$ cat config.mk
export PLATFORM = sky130hd
export DESIGN_NAME = serial_frame_receiver
export DESIGN_NICKNAME = d
export VERILOG_FILES = /design/src/rtl/serial_pkg.sv /design/src/rtl/serial_idle_timer.sv /design/src/rtl/serial_frame_receiver.sv
export SDC_FILE = /design/constraint.sdc
export NUM_CORES = 1
export LEC_CHECK = 0
export CORE_AREA = 2 2 318 241
export DETAILED_ROUTE_END_ITERATION = 12
export DIE_AREA = 0 0 320 243
export PLACE_DENSITY = 0.65
export RECOVER_POWER = 50
export SLEW_MARGIN = 20
export SYNTH_ARGS = -nofsm -noshare
export SYNTH_HDL_FRONTEND = slang
export SYNTH_SLANG_ARGS = --single-unit
$ cat constraint.sdc
create_clock -name clk -period 2.7 [get_ports clk]
set_input_delay 0.27 -clock clk [delete_from_list [all_inputs] [get_ports clk]]
set_output_delay 0.27 -clock clk [all_outputs]
set_load 0.03 [all_outputs]
$ cat src/rtl/serial_pkg.sv
// Shared definitions for the serial frame receive/transmit path:
// error codes, FSM state encoding and the default sync byte.
package serial_pkg;

  localparam logic [1:0] ERR_NONE    = 2'b00;
  localparam logic [1:0] ERR_TIMEOUT = 2'b01;
  localparam logic [1:0] ERR_CSUM    = 2'b10;
  localparam logic [1:0] ERR_HDR     = 2'b11;

  localparam logic [7:0] DEFAULT_HEADER_BYTE = 8'hA5;

  typedef enum logic [1:0] {
    ST_IDLE    = 2'd0,
    ST_PAYLOAD = 2'd1,
    ST_CHECK   = 2'd2
  } rx_state_e;

endpackage

$ cat src/rtl/serial_idle_timer.sv
// Idle-clock counter: restarts on clear, raises a one-cycle expire strobe when
// TIMEOUT_CYCLES uninterrupted non-clear clocks have elapsed.
module serial_idle_timer #(
  parameter int TIMEOUT_CYCLES = 24'h800000
) (
  input  logic clk,
  input  logic reset_n,
  input  logic clear,
  output logic expire
);

  localparam int TW = (TIMEOUT_CYCLES > 2) ? $clog2(TIMEOUT_CYCLES) : 1;
  localparam logic [TW-1:0] LAST = TW'(TIMEOUT_CYCLES - 1);

  logic [TW-1:0] count;

  // clear has priority, so an event arriving on the final clock still wins
  assign expire = !clear && (count == LAST);

  always_ff @(posedge clk) begin
    if (!reset_n) begin
      count <= '0;
    end else if (clear || expire) begin
      count <= '0;
    end else begin
      count <= count + TW'(1);
    end
  end

endmodule

$ cat src/rtl/serial_frame_receiver.sv
// Work-frame receiver: assembles PAYLOAD_BYTES bytes from a byte strobe, with
// optional sync header and XOR check byte; payload only changes on a good frame.
module serial_frame_receiver
  import serial_pkg::*;
#(
  parameter int          PAYLOAD_BYTES  = 52,
  parameter int          TIMEOUT_CYCLES = 24'h800000,
  parameter int          USE_HEADER     = 1,
  parameter logic [7:0]  HEADER_BYTE    = DEFAULT_HEADER_BYTE,
  parameter int          USE_CHECKSUM   = 1
) (
  input  logic                       clk,
  input  logic                       reset_n,
  input  logic                       byte_valid,
  input  logic [7:0]                 byte_data,
  output logic [8*PAYLOAD_BYTES-1:0] payload,
  output logic                       rx_done,
  output logic                       rx_err,
  output logic [1:0]                 err_code,
  output logic [15:0]                frame_count,
  output logic                       busy
);

  localparam int W  = 8 * PAYLOAD_BYTES;
  localparam int CW = $clog2(PAYLOAD_BYTES + 1);
  localparam logic [CW-1:0] LAST_CNT = CW'(PAYLOAD_BYTES);

  rx_state_e     state_q, state_d;
  logic [CW-1:0] byte_cnt_q, byte_cnt_d;
  logic [7:0]    xor_q, xor_d;
  logic [W-1:0]  buf_q, buf_d;

  logic          commit, err, take_byte;
  logic [1:0]    err_code_nxt;
  logic [W-1:0]  commit_data, shifted;
  logic [CW-1:0] cnt_inc;
  logic [7:0]    xor_inc;
  logic          timer_clear, timer_expire;

  assign shifted = (buf_q << 8) | W'(byte_data);
  assign cnt_inc = byte_cnt_q + CW'(1);
  assign xor_inc = xor_q ^ byte_data;
  assign busy    = (state_q != ST_IDLE);

  assign timer_clear = byte_valid || (state_q == ST_IDLE);

  serial_idle_timer #(
    .TIMEOUT_CYCLES(TIMEOUT_CYCLES)
  ) u_idle_timer (
    .clk     (clk),
    .reset_n (reset_n),
    .clear   (timer_clear),
    .expire  (timer_expire)
  );

  always_comb begin
    state_d      = state_q;
    byte_cnt_d   = byte_cnt_q;
    xor_d        = xor_q;
    buf_d        = buf_q;
    commit       = 1'b0;
    commit_data  = buf_q;
    err          = 1'b0;
    err_code_nxt = err_code;
    take_byte    = 1'b0;

    case (state_q)
      ST_IDLE: begin
        if (byte_valid) begin
          if (USE_HEADER != 0) begin
            if (byte_data == HEADER_BYTE) begin
              state_d = ST_PAYLOAD;
            end else begin
              err          = 1'b1;
              err_code_nxt = ERR_HDR;
            end
          end else begin
            // headerless: this byte is already payload byte 0
            take_byte = 1'b1;
          end
        end
      end
      ST_PAYLOAD: begin
        if (byte_valid) begin
          take_byte = 1'b1;
        end else if (timer_expire) begin
          err          = 1'b1;
          err_code_nxt = ERR_TIMEOUT;
        end
      end
      ST_CHECK: begin
        if (byte_valid) begin
          if (byte_data == xor_q) begin
            commit = 1'b1;
          end else begin
            err          = 1'b1;
            err_code_nxt = ERR_CSUM;
          end
        end else if (timer_expire) begin
          err          = 1'b1;
          err_code_nxt = ERR_TIMEOUT;
        end
      end
      default: state_d = ST_IDLE;
    endcase

    if (take_byte) begin
      buf_d = shifted;
      if (cnt_inc == LAST_CNT && USE_CHECKSUM == 0) begin
        commit      = 1'b1;
        commit_data = shifted;
      end else begin
        state_d    = (cnt_inc == LAST_CNT) ? ST_CHECK : ST_PAYLOAD;
        byte_cnt_d = cnt_inc;
        xor_d      = xor_inc;
      end
    end

    // every path back to IDLE leaves the accumulators clean for the next frame
    if (commit || err) begin
      state_d    = ST_IDLE;
      byte_cnt_d = '0;
      xor_d      = '0;
    end
  end

  always_ff @(posedge clk) begin
    if (!reset_n) begin
      state_q     <= ST_IDLE;
      byte_cnt_q  <= '0;
      xor_q       <= '0;
      buf_q       <= '0;
      payload     <= '0;
      rx_done     <= 1'b0;
      rx_err      <= 1'b0;
      err_code    <= ERR_NONE;
      frame_count <= '0;
    end else begin
      state_q    <= state_d;
      byte_cnt_q <= byte_cnt_d;
      xor_q      <= xor_d;
      buf_q      <= buf_d;
      rx_done    <= commit;
      rx_err     <= err;
      if (err) begin
        err_code <= err_code_nxt;
      end
      if (commit) begin
        payload     <= commit_data;
        frame_count <= frame_count + 16'd1;
      end
    end
  end

endmodule

==> results.md <==
### Power and ir drop
* **post-layout power** 0.02600 W
* **VDD IR max** 0.4651 mV
* **register share of total power** 50.6%
* **share of total power in the clock network** 48.2%
* **total leakage power** 13.98 nW
* **switch share** 20.61%
* **combinational share of power** 1.2%
* **power density cells** 657.4 nW/um2
* **Switch Pwr** 0.005358 W
* **internal power of the cells** 0.02064 W

### Layout
* **layout overhead on the synthesized area** 27.19%
* **ANT cells** 0
* **number of nets at the end of the flow** 4281
* **final cell utilization of the core** 52.96%
* **Layout fillers** 7162
* **layout cell share with drive strength beyond 1** 5.404%

### Hold path
* **class of the most critical hold timing path** input port to register

### Route
* **number of design-rule violations left by the first detailed-router iteration** 1976
* **DR top layer** met4
* **First-pass DRT Iterations** 5
* **DR vias** 26350
* **remaining routing DRC violations** 0
* **via count normalized by instance count** 4.963
* **number of antenna-violating nets in the routed design** 0
* **routed wire length** 85.93 mm
* **routed length on met1** 41.07 mm
* **Detail Route met3 WL** 4.714 mm
* **final routed wire length divided by cell count** 16.19 um
* **routed length on met2** 37.92 mm

### Floorplanning
* **area of the die** 77760 um2
* **Die Ht** 243 um
* **placeable core region** 74670 um2
* **FP Rows** 87
* **I/O pin cnt** 448
* **starting density of the core** 41.64%
* **width of the chip** 320 um

### Timing
* **Max Transition Viols Final** 0
* **slew at the pin closest to its max-slew limit** 1.200 ns
* **RSZ-0062 raised after global routing** false
* **final worst clock skew** 0.01845 ns
* **tightest hold margin** 0.3289 ns
* **highest clock rate** 400.4 MHz
* **post-route setup TNS** 0 ns
* **fin crit share** 92.50%
* **worst slew slack as a fraction of its limit** 20.02%
* **Hold Fails Final Rpt** 0
* **post-layout min period** 2.498 ns
* **setup-violating endpoint count in the final report** 0

### Synth
* **post-synthesis instance area** 31090 um2
* **average size of a mapped cell** 7.912 um2
* **share of synthesized registers carrying an async set or reset** 0%
* **number of synthesis warnings** 0
* **syn nets** 3950
* **most common flop cell mapped by yosys** sky130_fd_sc_hd__dfxtp_1
* **number of synthesized flops with an enable pin** 0
* **Seq cells post-synth** 891
* **number of instances in the synthesized netlist** 3930
* **number of unique standard cell types used by synthesis** 44
* **post-synthesis sequential area ratio** 57.37%

### Critical path
* **crit path launch type** register
* **cell-by-cell trace of the critical path** inv_1, ha_1, nand2_1, or3_4, buf_12, nand2_1, a21oi_1
* **dominant cell type by count on the critical path** sky130_fd_sc_hd__nand2_1
* **crit path capture type** register
* **CP max-delay cell** sky130_fd_sc_hd__buf_12
* **maximum net fanout on the critical path** 191
* **Critical Path Max Stage Delay** 0.44 ns
* **critical path data required time** 3.27 ns
* **CP Buf/Inv Count** 2
* **arrival time at the worst endpoint** 3.06 ns
* **delay-heaviest family, CP** simple AND/OR/NAND/NOR gates
* **classification of the worst setup path** register to register

### Flow run
* **count of max-cap constraint violations** 0

### Global route
* **via count of the first global-routing pass** 24680
* **overall track demand over capacity in global routing** 21.51%
* **largest net degree at the start of global routing** 192
* **Remaining Overflow, GRT** 0
* **initial antenna violation count** 0
* **first-pass GRT wire length** 136.3 mm

### Run status
* **run status** finished, final reports clean

### CTS
* **clock-pin slew on the worst setup and hold paths** 0.06 ns
* **clock insertion delay at the later pin of the skew report** 0.65 ns
* **post-cts repair resize count** 0
* **number of H-tree branching levels** 3
* **clock tree from TritonCTS** built
* **number of buffers added to fix hold violations after cts** 0
* **number of post-CTS setup repair buffers** 0
* **CTS max path bufs** 3
* **CTS Root Buffer Type** sky130_fd_sc_hd__clkbuf_16
* **number of buffers inserted during clock tree synthesis** 86
* **TritonCTS Sinks** 891

### Place
* **Final HPWL DP** 56.80 mm
* **Port Buffers** 447
* **final weighted congestion in routability-driven placement** 0.7936

## per-stage QoR
step,cells,instance area (um2),setup slack [ns]
finish,5309,39550,0.2025
global route,5309,39550,0.06439
CTS,5309,39710,0.1432
detailed placement,5152,36750,0.1129
global placement,5152,36750,0.1278
floorplan,3930,31090,0.7626
## metal layers
layer | global-route usage [%] | vias to the layer above
met5 | 0 | -
met2 | 31.96 | 579
met1 | 31.13 | 12350
met3 | 4.848 | 133
met4 | 6.172 | 0
li1 | - | 13290
## power by group through the flow
stage / Clock (W) / Sequential [W] / Combinational (W)
2_1_floorplan: 0 / 0.0134 / 0.000196
3_3_place_gp: 0 / 0.0134 / 0.000310
3_5_place_dp: 0 / 0.0134 / 0.000309
4_1_cts: 0.0128 / 0.0131 / 0.000310
5_1_grt: 0.0133 / 0.0131 / 0.000333
6_report: 0.0125 / 0.0131 / 0.000308
## cells in the mapped netlist (2+ instances only)
cell                       instances  area share (%)
sky130_fd_sc_hd__a21oi_1         838              13
sky130_fd_sc_hd__buf_6             2           0.072
sky130_fd_sc_hd__nand2_1        1689              20
sky130_fd_sc_hd__nand4_2           2           0.080
sky130_fd_sc_hd__xor2_1           30            0.85
sky130_fd_sc_hd__buf_1            11            0.13
sky130_fd_sc_hd__nor3_1            5           0.080
sky130_fd_sc_hd__nand3_1          13            0.21
sky130_fd_sc_hd__and2_1            3           0.060
sky130_fd_sc_hd__nor4_2            7            0.28
sky130_fd_sc_hd__or3_1             2           0.040
sky130_fd_sc_hd__xnor2_1          28            0.79
sky130_fd_sc_hd__or2_2             2           0.040
sky130_fd_sc_hd__mux2i_1           2           0.064
sky130_fd_sc_hd__inv_1            13            0.16
sky130_fd_sc_hd__nor2_2            2           0.040
sky130_fd_sc_hd__dfxtp_1         891              57
sky130_fd_sc_hd__o21ai_0           2           0.032
sky130_fd_sc_hd__nor4bb_1          2           0.064
sky130_fd_sc_hd__clkbuf_1        201             2.4
sky130_fd_sc_hd__a31oi_1           3           0.060
sky130_fd_sc_hd__and4_1            3           0.085
sky130_fd_sc_hd__ha_1              9            0.36
sky130_fd_sc_hd__nand4_1          14            0.28
sky130_fd_sc_hd__buf_2            74             1.2
sky130_fd_sc_hd__nor2_1           62            0.75
sky130_fd_sc_hd__and3_1            3           0.060
## cell type report
type                    count  area (um2)  share of cell area (%)
inverters                  14       60.06                  0.1519
well taps                 979        1225                   3.097
clock inverters            30       397.9                   1.006
multi-input cells        2736       11980                   30.28
flip-flops and latches    891       17840                   45.10
clock buffers             127        2559                   6.470
repair buffers            532        5492                   13.89
## final timing paths
kind | startpoint | cells after the start | to | slack [ns]
worst max-delay path | state_q[0]$_SDFFE_PP0P_ | 7 | payload[200]$_SDFFE_PN0P_ | 0.20
worst min register to register | payload[178]$_SDFFE_PN0P_ | 2 | payload[178]$_SDFFE_PN0P_ | 0.45
worst min-delay path | byte_data[7] | 3 | buf_q[7]$_SDFFE_PN0P_ | 0.33
worst max register to register | state_q[0]$_SDFFE_PP0P_ | 7 | payload[200]$_SDFFE_PN0P_ | 0.20
## kinds of logic after synthesis
kind of cell             Yosys count  synth area share, %
AO/OA/AOI/OAI                    851                13.81
XOR/XNOR                          58                1.634
adder cells (fa/ha/maj)            9               0.3622
buffers and inverters            303                4.056
flip-flops                       891                57.37
multiplexers                       2              0.06439
AND/OR/NAND/NOR                 1816                22.70
## worst register-to-register path: cells and delay by family, from the launching register on
family,cells,cell delay [ns]
buffers and inverters,2,0.55
AOI/OAI and AO/OA,1,0.20
DFF,1,0.38
adders and majority gates,1,0.25
and+or+nand+nor,3,1.05
## sequential cells by signal (all words and copies together) (netlist names)
register            flops
err_code                2
u_idle_timer.count     23
rx_err                  1
frame_count            16
buf_q                 416
byte_cnt_q              6
payload               416
state_q                 2
xor_q                   8
rx_done                 1
## layout by cell type, fill, tap and decap left out, types with 4 or more instances in the layout
cell type	netlist	layout
sky130_fd_sc_hd__xnor2_1	28	28
sky130_fd_sc_hd__nand2_1	1689	1688
sky130_fd_sc_hd__dfxtp_1	891	891
sky130_fd_sc_hd__nand4_1	14	14
sky130_fd_sc_hd__buf_12	1	34
sky130_fd_sc_hd__clkbuf_8	0	21
sky130_fd_sc_hd__dlygate4sd3_1	0	378
sky130_fd_sc_hd__nor3_1	5	6
sky130_fd_sc_hd__bufinv_16	0	9
sky130_fd_sc_hd__xor2_1	30	30
sky130_fd_sc_hd__nor4_2	7	7
sky130_fd_sc_hd__nor2_1	62	62
sky130_fd_sc_hd__buf_4	0	32
sky130_fd_sc_hd__clkbuf_2	0	8
sky130_fd_sc_hd__clkinv_2	0	17
sky130_fd_sc_hd__a31oi_1	3	4
sky130_fd_sc_hd__clkdlybuf4s50_1	0	69
sky130_fd_sc_hd__nand3_1	13	13
sky130_fd_sc_hd__clkbuf_16	0	88
sky130_fd_sc_hd__clkbuf_4	0	4
sky130_fd_sc_hd__ha_1	9	9
sky130_fd_sc_hd__a21oi_1	838	838
sky130_fd_sc_hd__inv_1	13	13
sky130_fd_sc_hd__clkbuf_1	201	25
Power figures use the tool's default switching activity.
